File: config.mk
export PLATFORM = sky130hd
export DESIGN_NAME = fetch_hazard_ctrl_flat
export DESIGN_NICKNAME = d
export VERILOG_FILES = /design/src/rtl/fetch_hazard_ctrl_if.sv /design/src/rtl/fetch_hazard_ctrl.sv /design/src/flat_wrapper.sv
export SDC_FILE = /design/constraint.sdc
export NUM_CORES = 1
export LEC_CHECK = 0
export BUFFER_PORTS_ARGS = -buffer_cell sky130_fd_sc_hd__buf_2
export CAP_MARGIN = 20
export CELL_PAD_IN_SITES_DETAIL_PLACEMENT = 1
export CELL_PAD_IN_SITES_GLOBAL_PLACEMENT = 1
export CORE_AREA = 5 5 42 44
export DETAILED_ROUTE_END_ITERATION = 10
export DIE_AREA = 0 0 47 49
export GPL_ROUTABILITY_DRIVEN = 0
export GPL_TIMING_DRIVEN = 0
export PLACE_DENSITY = 0.77
export SLEW_MARGIN = 20
export SYNTH_ARGS = -nofsm -noshare
export SYNTH_HDL_FRONTEND = slang
export SYNTH_SLANG_ARGS = --single-unit
export TNS_END_PERCENT = 100
File: constraint.sdc
create_clock -name clk -period 2.7 [get_ports clk]
set_input_delay 0.27 -clock clk [delete_from_list [all_inputs] [get_ports clk]]
set_output_delay 0.27 -clock clk [all_outputs]
set_load 0.005 [all_outputs]
File: src/rtl/fetch_hazard_ctrl_if.sv
// ============================================================================
// Module      : fetch_hazard_ctrl_if
// Description : Hazard inputs and front-end control outputs of fetch_hazard_ctrl
// Revision    : 1.0 - initial release
// ============================================================================
`default_nettype none

interface fetch_hazard_ctrl_if;
    logic       is_two_byte;
    logic       id_ex_mem_read;
    logic [1:0] id_ex_rd;
    logic [1:0] if_id_ra;
    logic [1:0] if_id_rb;
    logic       uses_ra;
    logic       uses_rb;
    logic       branch_taken;
    logic       irq;
    logic       pc_write;
    logic [1:0] pc_sel;
    logic       if_id_en;
    logic       flush;
    logic       imm_capture;
    logic       id_ex_bubble;
    logic       irq_ack;
    logic       ip_save;
    logic [2:0] state;

    // master: the sequencer; slave: the pipeline/hazard side it talks to
    modport master (
        input  is_two_byte, id_ex_mem_read, id_ex_rd, if_id_ra, if_id_rb,
               uses_ra, uses_rb, branch_taken, irq,
        output pc_write, pc_sel, if_id_en, flush, imm_capture,
               id_ex_bubble, irq_ack, ip_save, state
    );

    modport slave (
        output is_two_byte, id_ex_mem_read, id_ex_rd, if_id_ra, if_id_rb,
               uses_ra, uses_rb, branch_taken, irq,
        input  pc_write, pc_sel, if_id_en, flush, imm_capture,
               id_ex_bubble, irq_ack, ip_save, state
    );
endinterface

`default_nettype wire

File: src/rtl/fetch_hazard_ctrl.sv
// ============================================================================
// Module      : fetch_hazard_ctrl
// Description : Front-end sequencer (two-byte fetch, load-use stall, branch
//               flush, interrupt entry when FETCH_CTRL_IRQ_EN is defined)
// Revision    : 1.0 - initial release
// ============================================================================
`default_nettype none

module fetch_hazard_ctrl #(
    parameter int LOAD_STALL_CYCLES = 1,
    parameter int CNT_W             = 2
) (
    input  wire logic          clk,
    input  wire logic          rst,
    fetch_hazard_ctrl_if.master bus
);

    typedef enum logic [2:0] {
        S_FETCH     = 3'd0,
        S_IMM       = 3'd1,
        S_STALL     = 3'd2,
        S_IRQ_FLUSH = 3'd3,
        S_IRQ_VEC   = 3'd4
    } state_t;

    localparam logic [CNT_W-1:0] C_CNT_LOAD     = CNT_W'(LOAD_STALL_CYCLES - 1);
    localparam state_t           C_AFTER_HAZARD = (LOAD_STALL_CYCLES > 1) ? S_STALL : S_FETCH;

    state_t           r_state, w_next;
    logic [CNT_W-1:0] r_cnt, w_cnt_next;

    logic       w_hazard, w_irq;
    logic       w_pc_write, w_if_id_en, w_flush, w_imm_capture;
    logic       w_id_ex_bubble, w_irq_ack, w_ip_save;
    logic [1:0] w_pc_sel;

    assign w_hazard = bus.id_ex_mem_read &
                      ((bus.uses_ra & (bus.id_ex_rd == bus.if_id_ra)) |
                       (bus.uses_rb & (bus.id_ex_rd == bus.if_id_rb)));

`ifdef FETCH_CTRL_IRQ_EN
    assign w_irq = bus.irq;
`else
    assign w_irq = 1'b0;
`endif

    always_ff @(posedge clk or negedge rst) begin
        if (!rst) begin
            r_state <= S_FETCH;
            r_cnt   <= '0;
        end else begin
            r_state <= w_next;
            r_cnt   <= w_cnt_next;
        end
    end

    always_comb begin
        w_next         = r_state;
        w_cnt_next     = r_cnt;
        w_pc_write     = 1'b0;
        w_pc_sel       = 2'd0;
        w_if_id_en     = 1'b0;
        w_flush        = 1'b0;
        w_imm_capture  = 1'b0;
        w_id_ex_bubble = 1'b0;
        w_irq_ack      = 1'b0;
        w_ip_save      = 1'b0;

        case (r_state)
            S_FETCH: begin
                if (bus.branch_taken) begin
                    w_flush    = 1'b1;
                    w_pc_sel   = 2'd1;
                    w_pc_write = 1'b1;
                    w_cnt_next = '0;
                end else if (w_hazard) begin
                    w_id_ex_bubble = 1'b1;
                    w_cnt_next     = C_CNT_LOAD;
                    w_next         = C_AFTER_HAZARD;
                end else if (w_irq) begin
                    w_flush   = 1'b1;
                    w_irq_ack = 1'b1;
                    w_next    = S_IRQ_FLUSH;
                end else begin
                    w_pc_write = 1'b1;
                    w_if_id_en = 1'b1;
                    if (bus.is_two_byte) begin
                        w_next = S_IMM;
                    end
                end
            end

            S_IMM: begin
                w_next     = S_FETCH;
                w_pc_write = 1'b1;
                if (bus.branch_taken) begin
                    w_flush  = 1'b1;
                    w_pc_sel = 2'd1;
                end else begin
                    w_imm_capture  = 1'b1;
                    w_id_ex_bubble = 1'b1;
                end
            end

            S_STALL: begin
                // The FETCH cycle that saw the hazard is the first bubble, so
                // leaving on count 1 yields exactly LOAD_STALL_CYCLES bubbles.
                if (bus.branch_taken) begin
                    w_flush    = 1'b1;
                    w_pc_sel   = 2'd1;
                    w_pc_write = 1'b1;
                    w_cnt_next = '0;
                    w_next     = S_FETCH;
                end else if (r_cnt != '0) begin
                    w_id_ex_bubble = 1'b1;
                    w_cnt_next     = r_cnt - 1'b1;
                    if (r_cnt == CNT_W'(1)) begin
                        w_next = S_FETCH;
                    end
                end else begin
                    w_next = S_FETCH;
                end
            end

`ifdef FETCH_CTRL_IRQ_EN
            S_IRQ_FLUSH: begin
                w_flush   = 1'b1;
                w_ip_save = 1'b1;
                w_next    = S_IRQ_VEC;
            end

            S_IRQ_VEC: begin
                w_flush    = 1'b1;
                w_pc_sel   = 2'd2;
                w_pc_write = 1'b1;
                w_next     = S_FETCH;
            end
`endif

            default: begin
                w_next     = S_FETCH;
                w_cnt_next = '0;
            end
        endcase
    end

    // Outputs are forced low for the whole time reset is held
    assign bus.pc_write     = rst & w_pc_write;
    assign bus.pc_sel       = rst ? w_pc_sel : 2'd0;
    assign bus.if_id_en     = rst & w_if_id_en;
    assign bus.flush        = rst & w_flush;
    assign bus.imm_capture  = rst & w_imm_capture;
    assign bus.id_ex_bubble = rst & w_id_ex_bubble;
    assign bus.irq_ack      = rst & w_irq_ack;
    assign bus.ip_save      = rst & w_ip_save;
    assign bus.state        = rst ? r_state : 3'd0;

endmodule

`default_nettype wire

File: src/flat_wrapper.sv
// flat-port wrapper written by rule: the top's interface ports become plain ports
module fetch_hazard_ctrl_flat 
#(
    parameter int LOAD_STALL_CYCLES = 1,
    parameter int CNT_W             = 2
)
  (clk, rst, bus_is_two_byte, bus_id_ex_mem_read, bus_id_ex_rd, bus_if_id_ra, bus_if_id_rb, bus_uses_ra, bus_uses_rb, bus_branch_taken, bus_irq, bus_pc_write, bus_pc_sel, bus_if_id_en, bus_flush, bus_imm_capture, bus_id_ex_bubble, bus_irq_ack, bus_ip_save, bus_state);
  fetch_hazard_ctrl_if bus_i ();
  input  wire logic clk;
  input  wire logic rst;
  input wire logic [$bits(bus_i.is_two_byte)-1:0] bus_is_two_byte;
  input wire logic [$bits(bus_i.id_ex_mem_read)-1:0] bus_id_ex_mem_read;
  input wire logic [$bits(bus_i.id_ex_rd)-1:0] bus_id_ex_rd;
  input wire logic [$bits(bus_i.if_id_ra)-1:0] bus_if_id_ra;
  input wire logic [$bits(bus_i.if_id_rb)-1:0] bus_if_id_rb;
  input wire logic [$bits(bus_i.uses_ra)-1:0] bus_uses_ra;
  input wire logic [$bits(bus_i.uses_rb)-1:0] bus_uses_rb;
  input wire logic [$bits(bus_i.branch_taken)-1:0] bus_branch_taken;
  input wire logic [$bits(bus_i.irq)-1:0] bus_irq;
  output wire logic [$bits(bus_i.pc_write)-1:0] bus_pc_write;
  output wire logic [$bits(bus_i.pc_sel)-1:0] bus_pc_sel;
  output wire logic [$bits(bus_i.if_id_en)-1:0] bus_if_id_en;
  output wire logic [$bits(bus_i.flush)-1:0] bus_flush;
  output wire logic [$bits(bus_i.imm_capture)-1:0] bus_imm_capture;
  output wire logic [$bits(bus_i.id_ex_bubble)-1:0] bus_id_ex_bubble;
  output wire logic [$bits(bus_i.irq_ack)-1:0] bus_irq_ack;
  output wire logic [$bits(bus_i.ip_save)-1:0] bus_ip_save;
  output wire logic [$bits(bus_i.state)-1:0] bus_state;
  assign bus_i.is_two_byte = bus_is_two_byte;
  assign bus_i.id_ex_mem_read = bus_id_ex_mem_read;
  assign bus_i.id_ex_rd = bus_id_ex_rd;
  assign bus_i.if_id_ra = bus_if_id_ra;
  assign bus_i.if_id_rb = bus_if_id_rb;
  assign bus_i.uses_ra = bus_uses_ra;
  assign bus_i.uses_rb = bus_uses_rb;
  assign bus_i.branch_taken = bus_branch_taken;
  assign bus_i.irq = bus_irq;
  assign bus_pc_write = bus_i.pc_write;
  assign bus_pc_sel = bus_i.pc_sel;
  assign bus_if_id_en = bus_i.if_id_en;
  assign bus_flush = bus_i.flush;
  assign bus_imm_capture = bus_i.imm_capture;
  assign bus_id_ex_bubble = bus_i.id_ex_bubble;
  assign bus_irq_ack = bus_i.irq_ack;
  assign bus_ip_save = bus_i.ip_save;
  assign bus_state = bus_i.state;
  fetch_hazard_ctrl #(.LOAD_STALL_CYCLES(LOAD_STALL_CYCLES), .CNT_W(CNT_W)) u_core (.clk(clk), .rst(rst), .bus(bus_i));
endmodule
# ---- Word level (Yosys, flattened, before mapping)
# Cells that the tools add are included.
dict set report classes {
  n_addsub 1
  n_bitwise 10
  n_mux 30
  eq_ne 10
  reduce_logical 5
}
# op count
set ops {}
lappend ops {{3-bit two-way mux} 7}
lappend ops {{1-bit two-way mux} 13}
lappend ops {{2-bit two-way mux} 6}
lappend ops {{3-bit by 2-bit != test with 1-bit output, second input constant} 3}
lappend ops {{1-bit bitwise AND} 8}
lappend ops {{1-bit case mux with 3 select lines} 2}
lappend ops {{2-bit case mux with 3 select lines} 1}
lappend ops {{3-bit case mux with 2 select lines} 1}
lappend ops {{3-bit AND reduction} 2}
lappend ops {{2-bit equality test} 2}
lappend ops {{4-bit != test, second input constant} 1}
lappend ops {{3-bit by 1-bit equality test with 1-bit output, second input constant} 1}
lappend ops {{3-bit by 2-bit equality test with 1-bit output, second input constant} 1}
lappend ops {{3-bit zero test} 1}
lappend ops {{3-bit OR reduction} 1}
lappend ops {{2-bit by 1-bit equality test with 1-bit output, second input constant} 1}
lappend ops {{2-bit != test, second input constant} 1}
lappend ops {{2-bit nonzero test} 1}
lappend ops {{2-bit by 1-bit subtractor with 2-bit output, second input constant} 1}
lappend ops {{1-bit inverter} 1}
lappend ops {{1-bit bitwise OR} 1}
dict set report totals {
  word_cells 58
  regBits 5
}

# ---- Logic depth before layout (Yosys ltp)
# Gate-level depths: netlist of run 1.
dict set report logic_depth {
  word_depth 8
  depth_mapped 3
  mapped_depth_nobuf 3
}

# ---- Least setup slack after synthesis of run 1
# No wires, ideal clock.
dict set report synth_path {
  path_type {flip-flop to output port}
  from {register u_core.r_state[0]}
  to {output bus_pc_write}
  required_time_ps 2430
  setup_slack_ps 1492
  arrival_time_ps 938
  stages_incl_launch_ff 4
  path_cell_list {dfrtp_1 or2_2 o41ai_1 a21oi_1}
}
dict set report synth_between {
  elab_chain_len 3
}
# item line_no
set synth_lines {}
lappend synth_lines {{start: declaration} fetch_hazard_ctrl.sv:29} ;# state_t r_state, w_next;
lappend synth_lines {{start signal: assignment} fetch_hazard_ctrl.sv:52} ;# r_state <= w_next;
lappend synth_lines {{3-bit by 2-bit equality test with 1-bit output, or another cell as far along} fetch_hazard_ctrl.sv:69} ;# case (r_state)
lappend synth_lines {{1-bit case mux with 3 select lines (*)} fetch_hazard_ctrl.sv:69}
lappend synth_lines {{1-bit bitwise AND (*)} fetch_hazard_ctrl.sv:148} ;# assign bus.pc_write = rst & w_pc_write;
lappend synth_lines {{end: declaration} flat_wrapper.sv:20} ;# output wire logic [$bits(bus_i.pc_write)-1:0] bus_pc_write;
# Every way passes the cells marked *; elsewhere a longest branch is shown, timed or not.

# ---- Worst setup path in the final report of run 1
dict set report layout_path {
  from {input bus_id_ex_rd[0]}
  to {output bus_pc_write}
}
dict set report layout_between {
  elab_chain_len 8
}
# item line_no
set layout_lines {}
lappend layout_lines {{start: declaration} flat_wrapper.sv:13} ;# input wire logic [$bits(bus_i.id_ex_rd)-1:0] bus_id_ex_rd;
lappend layout_lines {{2-bit equality test (on tied branches)} {fetch_hazard_ctrl.sv:38, fetch_hazard_ctrl.sv:39}}
lappend layout_lines {{1-bit bitwise AND (on tied branches)} {fetch_hazard_ctrl.sv:38, fetch_hazard_ctrl.sv:39}}
lappend layout_lines {{1-bit bitwise OR (*)} fetch_hazard_ctrl.sv:38} ;# ((bus.uses_ra & (bus.id_ex_rd == bus.if_id_ra)) |
lappend layout_lines {{1-bit bitwise AND (*)} fetch_hazard_ctrl.sv:37} ;# assign w_hazard = bus.id_ex_mem_read &
lappend layout_lines {{1-bit two-way mux (*)} fetch_hazard_ctrl.sv:76} ;# end else if (w_hazard) begin
lappend layout_lines {{1-bit two-way mux (*)} fetch_hazard_ctrl.sv:71} ;# if (bus.branch_taken) begin
lappend layout_lines {{1-bit case mux with 3 select lines (*)} fetch_hazard_ctrl.sv:69}
lappend layout_lines {{1-bit bitwise AND (*)} fetch_hazard_ctrl.sv:148}
# Marked as above.

==> impl_results.md, run 1 <==
* Outcome: completed
* Die H at 49 um
* Clk_lat worst skew at 0 ns
* Clock slew at reported path FFs at 0 ns
* CP max-delay cell: o41ai_1
* Fill cells at 189
* Mapped Cells at 29
* Reg2reg path depth at 3
* Avg Inst Size Synth at just over 7 um^2
* IO Port Bufs at 19
* Combinational power share at 71.0%
* CP required at around 2.4 ns
* Vias in the first global route at 250
* Final worst slack at 1.29 ns
* Pint at 38.6 uW
* CP top delay family: compound AO/OA/AOI/OAI gates
* TNS Setup at 0 ns
* Fin. Hold Viols at 0
* Storage cell area at 25.0 um^2
* WL/cell at roughly 10 um
* Initial antenna violation count at 0
* Vias/cell at 3.69
* RSZ-0062 raised after global routing: false
* Max-slew violation count at 0
* Hold/Removal Path Class: primary input to async pin
* # placed instances at 68
* Post-route DRC violation count at 0
* Critical path type: primary input to primary output
* Static Leak at between 0.2 and 0.25 nW
* Period utilisation layout at between 50% and 60%
* Area grow syn2layout at 61.9%
* Postcts setup bufs at 0
* Max-cap violations at 0
* P_sw at 20.9 uW
* Vias at 251
* Total power at 59.5 uW
* Post_cts resized at 0
* Worst vdd ir at 0.0514 mV
* CP bufs+invs at 2
* Clock share of power at 0%
* Critical-path cell list: buf_2, xor2_1, o41ai_1, a21oi_1, buf_2
* DR pass1 iterations at 1
* Std-Cell Rows at 14
* DRT iter0 DRCs at 0
* DRT Wirelength at about 700 um
* First-pass GRT wire length at 1090 um
* Fraction of layout cells with a size suffix above 1 at 53.8%
* Core Area at around 0.0014 mm^2
* # setup viols final at 0
* Cell Area, Synth at around 210 um^2
* Final layout net count at 68
* GRT Total Usage at 5.90%
* Multi-input gate area at about 150 um^2
* Top-Level Pins at 26
* Data arrival, critical path at 1.14 ns
* DP Worst Slack at 1.27 ns
* Largest register FFs at 1
* Total grt overflow at 0
* Largest registers: u_core.r_state (1)
* CP Max Fanout at 2
* Starting Density at 15.0%
* Ys Warns at 0
* # hold bufs at CTS at 0
* Largest register by flop count: u_core.r_state
* Die Width at 47 um
* Fmax at 0.707 GHz
* Yosys reg bits at 1
* Worst path most repeated cell: buf_2
* Die area at roughly 0.0023 mm^2
* Clock skew at 0 ns
* Yosys cell types at 14
* Detail Route Antenna Nets at 0
* Nature of the critical path startpoint: primary input
* Post-route non-filler standard cell count at a little under 70
* P per Cell Area at 175 mW/mm^2
* Antenna Cells at 0
* Post-DP HPWL at 653 um
* Crit. End Element: primary output
* Sequential area share after synthesis at a little under an eighth
* Levels on crit path at 5
* Pin count of the biggest net entering global routing at 7
* Worst stage delay on the critical path at 0.37 ns
* Sequential Power Share at between 20% and 30%
* Final min period at approximately 1.4 ns
* Sw Share at 35.2%
-- cells in the final DEF, fill, tap and decap left out --
cell type	n
a21oi_1	1
buf_2	19
nor2_1	1
buf_4	6
nand2_1	4
dfrtp_1	1
or2_2	1
o311a_1	1
inv_1	1
conb_1	5
o41ai_1	1
nor3_1	2
and2_1	3
xor2_1	4
nor3_2	2
-- power by group through the flow --
stage / Clock, mW / Combinational [mW] / Sequential [mW]
after floorplan: 0 / 0.0237 / 0.0169
after global placement: 0 / 0.0415 / 0.0170
after detailed placement: 0 / 0.0426 / 0.0172
after CTS: 0 / 0.0427 / 0.0172
after global routing: 0 / 0.0484 / 0.0173
final: 0 / 0.0422 / 0.0172
-- cells in the mapped netlist --
cell type | n | area [um^2]
nor3_2 | 2 | 20.0
nor2_1 | 1 | 3.75
o311a_1 | 1 | 10.0
or2_2 | 1 | 6.26
conb_1 | 1 | 3.75
inv_1 | 1 | 3.75
a21oi_1 | 1 | 5.00
dfrtp_1 | 1 | 25.0
nand2_1 | 4 | 15.0
nor3_1 | 2 | 10.0
o41ai_1 | 1 | 8.76
xor2_1 | 4 | 35.0
buf_4 | 6 | 45.0
and2_1 | 3 | 18.8
-- logic make-up (layout without fill, tap and decap cells) --
| kind of cell | count (synthesis) | count (layout) | synth area share, % |
|---|---|---|---|
| buf+inv | 7 | 26 | 23.2 |
| xor+xnor | 4 | 4 | 16.7 |
| simple gates | 13 | 13 | 35.1 |
| flops | 1 | 1 | 11.9 |
| compound gates | 3 | 3 | 11.3 |
| other cells | 1 | 5 | 1.78 |
-- worst reg2reg max path: stages (launching register included) --
cell and delay (ns):
dfrtp_1 0.38, nor2_1 0.18, nand2_1 0.07, nor3_1 0.13
-- stage by stage --
step | util (%) | cell area [um^2] | hold WS [ns]
2_1_floorplan | - | 225 | -0.0256
3_3_place_gp | 24.3 | 340 | 0.0815
3_5_place_dp | 24.3 | 340 | 0.0805
4_1_cts | 24.3 | 340 | 0.0804
5_1_grt | 24.3 | 340 | 0.0871
6_report | 24.3 | 340 | 0.0786
-- routing by layer --
| metal | track usage [%] | wire (um) | vias up |
|---|---|---|---|
| met5 | 0 | 0 | - |
| met4 | 0 | 0 | 0 |
| met3 | 1.85 | 103 | 0 |
| met2 | 11.1 | 355 | 13 |
| met1 | 6.55 | 221 | 107 |
| li1 | - | - | 131 |
-- worst paths after layout --
check,from,to,slack [ns]
worst max register to register,u_core.r_state[0],u_core.r_state[0],1.85
worst max-delay path,bus_id_ex_rd[0],bus_pc_write,1.29
worst min register to register,u_core.r_state[0],u_core.r_state[0],0.59
min in group clk,bus_is_two_byte,u_core.r_state[0],0.49
max in group asynchronous,rst,u_core.r_state[0],2.50
worst min-delay path,rst,u_core.r_state[0],0.08
-- cell type report --
cell class / count / share of cell area [%]
Tap cell: 16 / 5.88
Buffer: 6 / 13.2
Multi-Input combinational cell: 25 / 44.5
Sequential cell: 1 / 7.35
Timing Repair Buffer: 19 / 27.9
Inverter: 1 / 1.10
(Power assumes the default switching activity.)
==> run 2, diff against run 1 <==
--- a/config.mk
+++ b/config.mk
@@ -9,9 +9,9 @@
 export CAP_MARGIN = 20
 export CELL_PAD_IN_SITES_DETAIL_PLACEMENT = 1
 export CELL_PAD_IN_SITES_GLOBAL_PLACEMENT = 1
-export CORE_AREA = 5 5 42 44
+export CORE_MARGIN = 5
+export CORE_UTILIZATION = 15
 export DETAILED_ROUTE_END_ITERATION = 10
-export DIE_AREA = 0 0 47 49
 export GPL_ROUTABILITY_DRIVEN = 0
 export GPL_TIMING_DRIVEN = 0
 export PLACE_DENSITY = 0.77
==> constraint.sdc (replaced) <==
create_clock -name clk -period 1.3 [get_ports clk]
set_input_delay 0.13 -clock clk [delete_from_list [all_inputs] [get_ports clk]]
set_output_delay 0.13 -clock clk [all_outputs]
set_load 0.005 [all_outputs]
==> impl_results.md, run 2 (synthesized netlist as in run 1, its figures left out) <==
* DRT iter0 DRCs at 0 (unchanged)
* Std-Cell Rows at 13 (was 14)
* Clock slew at reported path FFs at 0 ns (about the same)
* CP bufs+invs at 1 (was 2)
* CP Max Fanout at 4 (was 2)
* GRT Total Usage at 5.34% (was 5.90%)
* DR pass1 iterations at 1 (unchanged)
* Vias/cell at 3.60 (was 3.69)
* CP top delay family: flip-flops (was compound AO/OA/AOI/OAI gates)
* Die H at 47.4 um (was 49 um)
* First-pass GRT wire length at 917 um (was 1090 um)
* Largest register FFs at 1 (unchanged)
* Most frequent cells in the layout: buf_2, buf_4, conb_1, xor2_1, nand2_1 (unchanged)
* Post-route DRC violation count at 0 (unchanged)
* Detail Route Antenna Nets at 0 (unchanged)
* Fraction of layout cells with a size suffix above 1 at 54.7% (was 53.8%)
* CP max-delay cell: dfrtp_1 (was o41ai_1)
* Outcome: completed (unchanged)
* Critical path type: flip-flop to primary output (was primary input to primary output)
* Die Width at 47.4 um (was 47 um)
* Area grow syn2layout at 69.6% (was 61.9%)
* Design area at 357 um^2 (was 340 um^2)
* Fill cells at 172 (was 189)
* Final min period at 1.20 ns
* Worst stage delay on the critical path at 0.38 ns (was 0.37 ns)
* # setup viols final at 0 (unchanged)
* WL/cell at 9.51 um (was 10.0 um)
* Crit. End Element: primary output (unchanged)
* Clock skew at 0 ns (unchanged)
* Starting Density at 16.0% (was 15.0%)
* Critical-path cell list: or2_2, o41ai_2, a21oi_1, buf_2 (was buf_2, xor2_1, o41ai_1, a21oi_1, buf_2)
* Data arrival, critical path at 1.07 ns (was 1.14 ns)
* CP required at 1.17 ns (was 2.43 ns)
* Max-cap violations at 0 (unchanged)
* TNS Setup at 0 ns (unchanged)
* DRT Wirelength at 647 um (was 680 um)
* Max-slew violation count at 0 (unchanged)
* Largest registers: u_core.r_state (1) (unchanged)
* Vias in the first global route at 226 (was 250)
* Top-Level Pins at 26 (unchanged)
* Fin. Hold Viols at 0 (unchanged)
* P per Cell Area at 359 mW/mm^2 (was 175 mW/mm^2)
* Period utilisation layout at between 90% and 100%
* Total grt overflow at 0 (unchanged)
* Commonest non-fill, non-tap cell in the layout: buf_2 (unchanged)
* Static Leak at 0.215 nW (was 0.207 nW)
* # placed instances at 67 (was 68)
* Vias at 245 (was 251)
* RSZ-0062 raised after global routing: false (unchanged)
* Final layout net count at 69 (was 68)
* Antenna Cells at 0 (unchanged)
* Area after DPL at 339 um^2 (was 340 um^2)
* Largest register by flop count: u_core.r_state (unchanged)
* Worst vdd ir at 0.175 mV (was 0.0514 mV)
* Fmax at about 0.84 GHz
* Pin count of the biggest net entering global routing at 7 (unchanged)
* Initial antenna violation count at 0 (unchanged)
* Clk_lat worst skew at 0 ns (about the same)
* Die area at 0.00225 mm^2 (was 0.00230 mm^2)
* Nature of the critical path startpoint: flip-flop (was primary input)
* Post-route non-filler standard cell count at 68 (unchanged)
* Core Area at 0.00132 mm^2 (was 0.00140 mm^2)
* IO Port Bufs at 19 (unchanged)
* Hold/Removal Path Class: primary input to flip-flop (was primary input to async pin)
* Post-DP HPWL at 593 um (was 653 um)
run 2: path summary, 6_finish.rpt:
path | start | end | slack, ns | cells past startpoint
worst min-delay path | bus_is_two_byte | u_core.r_state[0] | 0.35 | 3
worst min register to register | u_core.r_state[0] | u_core.r_state[0] | 0.57 | 3
worst max register to register | u_core.r_state[0] | u_core.r_state[0] | 0.47 | 3
worst max-delay path | u_core.r_state[0] | bus_pc_write | 0.10 | 4
max in group asynchronous | rst | u_core.r_state[0] | 0.69 | 2
min in group asynchronous | rst | u_core.r_state[0] | 0.51 | 2
run 2: worst min-delay path, stage by stage:
cell and delay [ns]:
buf_2 0.09, nand2_1 0.05, nor3_1 0.04
run 2: power by group:
| part | internal, mW | leakage, nW | switching, mW |
|---|---|---|---|
| combinational | 0.0492 | 0.201 | 0.0434 |
| clock | 0 | 0 | 0 |
| sequential | 0.0338 | 0.0132 | 0.00171 |
run 2: timing repair:
item                       CTS  global route
gates resized for setup      0             1
setup endpoints to repair    0             1
buffers inserted             0             0
hold endpoints to repair     1             0
hold buffers                 1             0
run 2: cell type report:
class / count / area (um^2) / share of cell area, %
well taps: 15 / 18.8 / 5.26
flip-flops and latches: 1 / 25.0 / 7.02
repair buffers: 20 / 105 / 29.5
plain buffers: 6 / 45.0 / 12.6
multi-input cells: 25 / 159 / 44.6
inverters: 1 / 3.75 / 1.05
run 2: layer usage:
layer,wire (um),vias to the layer above,global-route usage (%)
met4,0,0,0
met5,0,-,0
met3,40,0,0
met2,351,9,10.4
li1,-,135,-
met1,255,101,6.90
run 2: per-stage QoR:
step / worst slack (ns) / hold slack, ns / util [%] / power [mW]
CTS: 0.0458 / 0.357 / 26.5 / 0.126
global route: 0.0396 / 0.369 / 27.1 / 0.139
floorplan: 0.232 / -0.166 / - / 0.0843
finish: 0.104 / 0.353 / 27.1 / 0.128
global placement: 0.0617 / -0.0605 / 25.7 / 0.122
detailed placement: 0.0553 / -0.0595 / 25.7 / 0.124
==> run 3, diff against run 2 <==
--- a/config.mk
+++ b/config.mk
@@ -5,6 +5,7 @@
 export SDC_FILE = /design/constraint.sdc
 export NUM_CORES = 1
 export LEC_CHECK = 0
+export ABC_AREA = 1
 export BUFFER_PORTS_ARGS = -buffer_cell sky130_fd_sc_hd__buf_2
 export CAP_MARGIN = 20
 export CELL_PAD_IN_SITES_DETAIL_PLACEMENT = 1
@@ -14,6 +15,7 @@
 export DETAILED_ROUTE_END_ITERATION = 10
 export GPL_ROUTABILITY_DRIVEN = 0
 export GPL_TIMING_DRIVEN = 0
+export HOLD_SLACK_MARGIN = 0.08
 export PLACE_DENSITY = 0.77
 export SLEW_MARGIN = 20
 export SYNTH_ARGS = -nofsm -noshare
==> impl_results.md, run 3 <==
* Outcome: completed (unchanged)
* Post-synthesis compound-gate area fraction at 6.35% (was 11.3%)
* Top-area cell type share of the netlist area at 22.2% (was 21.4%)
* Hold_ws at 0.351 ns (was 0.353 ns)
* Crit. End Element: primary output (unchanged)
* Worst vdd ir at 0.111 mV (was 0.175 mV)
* Clock slew at reported path FFs at 0 ns (about the same)
* Commonest non-fill, non-tap cell in the layout: buf_2 (unchanged)
* Die area at 0.00247 mm^2 (was 0.00225 mm^2)
* CP Max Fanout at 3 (was 4)
* Max-cap violations at 0 (unchanged)
* Period utilisation layout at 82.6% (was 92.0%)
* Avg Inst Size Synth at 5.14 um^2 (was 7.25 um^2)
* Yosys cell types at 11 (was 14)
* TNS Setup at 0 ns (unchanged)
* Post-Synth Simple-Gate Area at 45.0% (was 35.1%)
* # setup viols final at 0 (unchanged)
* Data arrival, critical path at 0.94 ns (was 1.07 ns)
* Area grow syn2layout at 65.1% (was 69.6%)
* Largest registers: u_core.r_state (1) (unchanged)
* Largest register by flop count: u_core.r_state (unchanged)
* Max-slew violation count at 0 (unchanged)
* Fill cells at 212 (was 172)
* Fraction of layout cells with a size suffix above 1 at 42.9% (was 54.7%)
* IO Port Bufs at 19 (unchanged)
* Fin. Hold Viols at 0 (unchanged)
* Sequential area share after synthesis at 10.6% (was 11.9%)
* CP required at 1.17 ns (about the same)
* WL/cell at 8.00 um (was 9.51 um)
* Total grt overflow at 0 (unchanged)
* Main combinational cell family by area after synthesis: simple AND/OR/NAND/NOR gates (unchanged)
* Nature of the critical path startpoint: primary input (was flip-flop)
* Die H at 49.7 um (was 47.4 um)
* DRT Wirelength at 688 um (was 647 um)
* Antenna Cells at 0 (unchanged)
* Synth Area in Adders at 0% (unchanged)
* Fmax at 0.931 GHz (was 0.836 GHz)
* Hold EP: u_core.r_state[0] (unchanged)
* Initial antenna violation count at 0 (unchanged)
* Cell Area, Synth at 236 um^2 (was 210 um^2)
* DRT iter0 DRCs at 2 (was 0)
* R2R Path Start: u_core.r_state[0] (unchanged)
* Vias in the first global route at 302 (was 226)
* Reg2reg end: u_core.r_state[0] (unchanged)
* Number of synthesized flops with an enable pin at 0 (unchanged)
* Mux contribution to synthesized area at 0% (unchanged)
* Yosys reg bits at 1 (unchanged)
* Synth area leaders: nand2_1, buf_4, inv_1 (was buf_4, xor2_1, dfrtp_1)
* P per Cell Area at 338 mW/mm^2 (was 359 mW/mm^2)
* Hold Crit Start: bus_id_ex_mem_read (was bus_is_two_byte)
* Synth Area in XOR/XNOR at 0% (was 16.7%)
* Yosys top cell by area: nand2_1 (was buf_4)
* RSZ-0062 raised after global routing: false (unchanged)
* Worst Hold Depth at 2 (was 3)
* Detail Route Antenna Nets at 0 (unchanged)
* Die Width at 49.7 um (was 47.4 um)
* Most used DFF post-synth: dfrtp_1 (unchanged)
* Synth async-reset ratio at 100% (unchanged)
* Largest register FFs at 1 (unchanged)
* Clock skew at 0 ns (unchanged)
* Count leader, synth: nand2_1 (was buf_4)
* Final layout net count at 86 (was 69)
* Most frequent cells in the layout: buf_2, nand2_1, inv_1, buf_4, conb_1 (was buf_2, buf_4, conb_1, xor2_1, nand2_1)
* Pin count of the biggest net entering global routing at 6 (was 7)
* Vias at 318 (was 245)
* Vias/cell at 3.70 (was 3.60)
* Ys Warns at 0 (unchanged)
* Core Area at 0.00151 mm^2 (was 0.00132 mm^2)
* Post-route DRC violation count at 0 (unchanged)
* Static Leak at 0.284 nW (was 0.215 nW)
* Final min period at 1.07 ns (was 1.20 ns)
* Mapped Cells at 46 (was 29)
* Starting Density at 15.7% (was 16.0%)
* Worst R2R Setup Slack at 0.54 ns (was 0.47 ns)
* GRT Total Usage at 5.58% (was 5.34%)
* Std-Cell Rows at 14 (was 13)
* First-pass GRT wire length at 1190 um (was 917 um)
* Post-synth top cells: nand2_1, inv_1, buf_4 (was buf_4, nand2_1, xor2_1, and2_1)
* Hold/Removal Path Class: primary input to flip-flop (unchanged)
* Reg2reg path depth at 3 (unchanged)
* DR pass1 iterations at 2 (was 1)
* Critical path type: primary input to primary output (was flip-flop to primary output)
* Clk_lat worst skew at 0 ns (about the same)
* Postcts setup bufs at 0 (unchanged)
* Post-DP HPWL at 661 um (was 593 um)
* Top-Level Pins at 26 (unchanged)
-- run 3: stage by stage --
| step | power, mW | cells | utilization [%] | setup slack, ns | cell area, um^2 |
|---|---|---|---|---|---|
| floorplan | 0.0875 | 50 | - | 0.482 | 251 |
| global placement | 0.124 | 85 | 24.3 | 0.249 | 367 |
| CTS | 0.130 | 86 | 25.0 | 0.00600 | 377 |
| global route | 0.147 | 86 | 25.9 | 0.153 | 390 |
| detailed placement | 0.127 | 85 | 24.3 | 0.221 | 367 |
| finish | 0.132 | 86 | 25.9 | 0.226 | 390 |
-- run 3: routing by layer --
layer	vias up	GRT usage, %	wire length, um
li1	169	-	-
met1	137	6.85	257
met2	12	9.96	364
met3	0	1.81	66
met4	0	0	0
met5	-	0	0
-- run 3: power by group --
group | internal [mW] | leakage [nW] | switching [mW]
clock | 0 | 0 | 0
sequential | 0.0336 | 0.0132 | 0.00137
combinational | 0.0496 | 0.270 | 0.0473
-- run 3: cell type report --
type / instances / area, um^2 / share of cell area (%)
multi-input combinational: 32 / 146 / 37.5
tap: 16 / 20.0 / 5.13
timing repair buffer: 20 / 113 / 28.8
buffer: 6 / 45.0 / 11.5
inverter: 11 / 41.3 / 10.6
sequential: 1 / 25.0 / 6.41
-- run 3: worst max-delay path by stage --
| stage | slack (ns) | endpoint | from |
|---|---|---|---|
| 2_1_floorplan | 0.48 | bus_if_id_en | bus_id_ex_rd[0] |
| 3_3_place_gp | 0.25 | bus_if_id_en | bus_id_ex_rd[0] |
| 3_5_place_dp | 0.22 | bus_if_id_en | bus_id_ex_rd[0] |
| 4_1_cts | 0.006 | bus_pc_sel[0] | rst |
| 5_1_grt | 0.15 | bus_if_id_en | bus_id_ex_rd[0] |
| 6_report | 0.23 | bus_if_id_en | bus_id_ex_rd[0] |
-- run 3: what timing repair did --
item,in CTS,in global routing
gates resized for setup,0,3
setup endpoints to repair,0,4
hold buffers,1,1
endpoints found under the hold margin,1,1
-- run 3: kinds of logic after synthesis --
logic type      count (synthesis)
buf+inv                        17
other cells                     1
simple gates                   24
flops                           1
compound gates                  3
-- run 3: critical path, stage by stage --
cell and delay (ns):
buf_2 0.08, inv_1 0.05, or2_0 0.20, nand3_1 0.10
nand2_2 0.07, nand2_2 0.08, nand2_2 0.05, nor2_2 0.06
buf_2 0.11
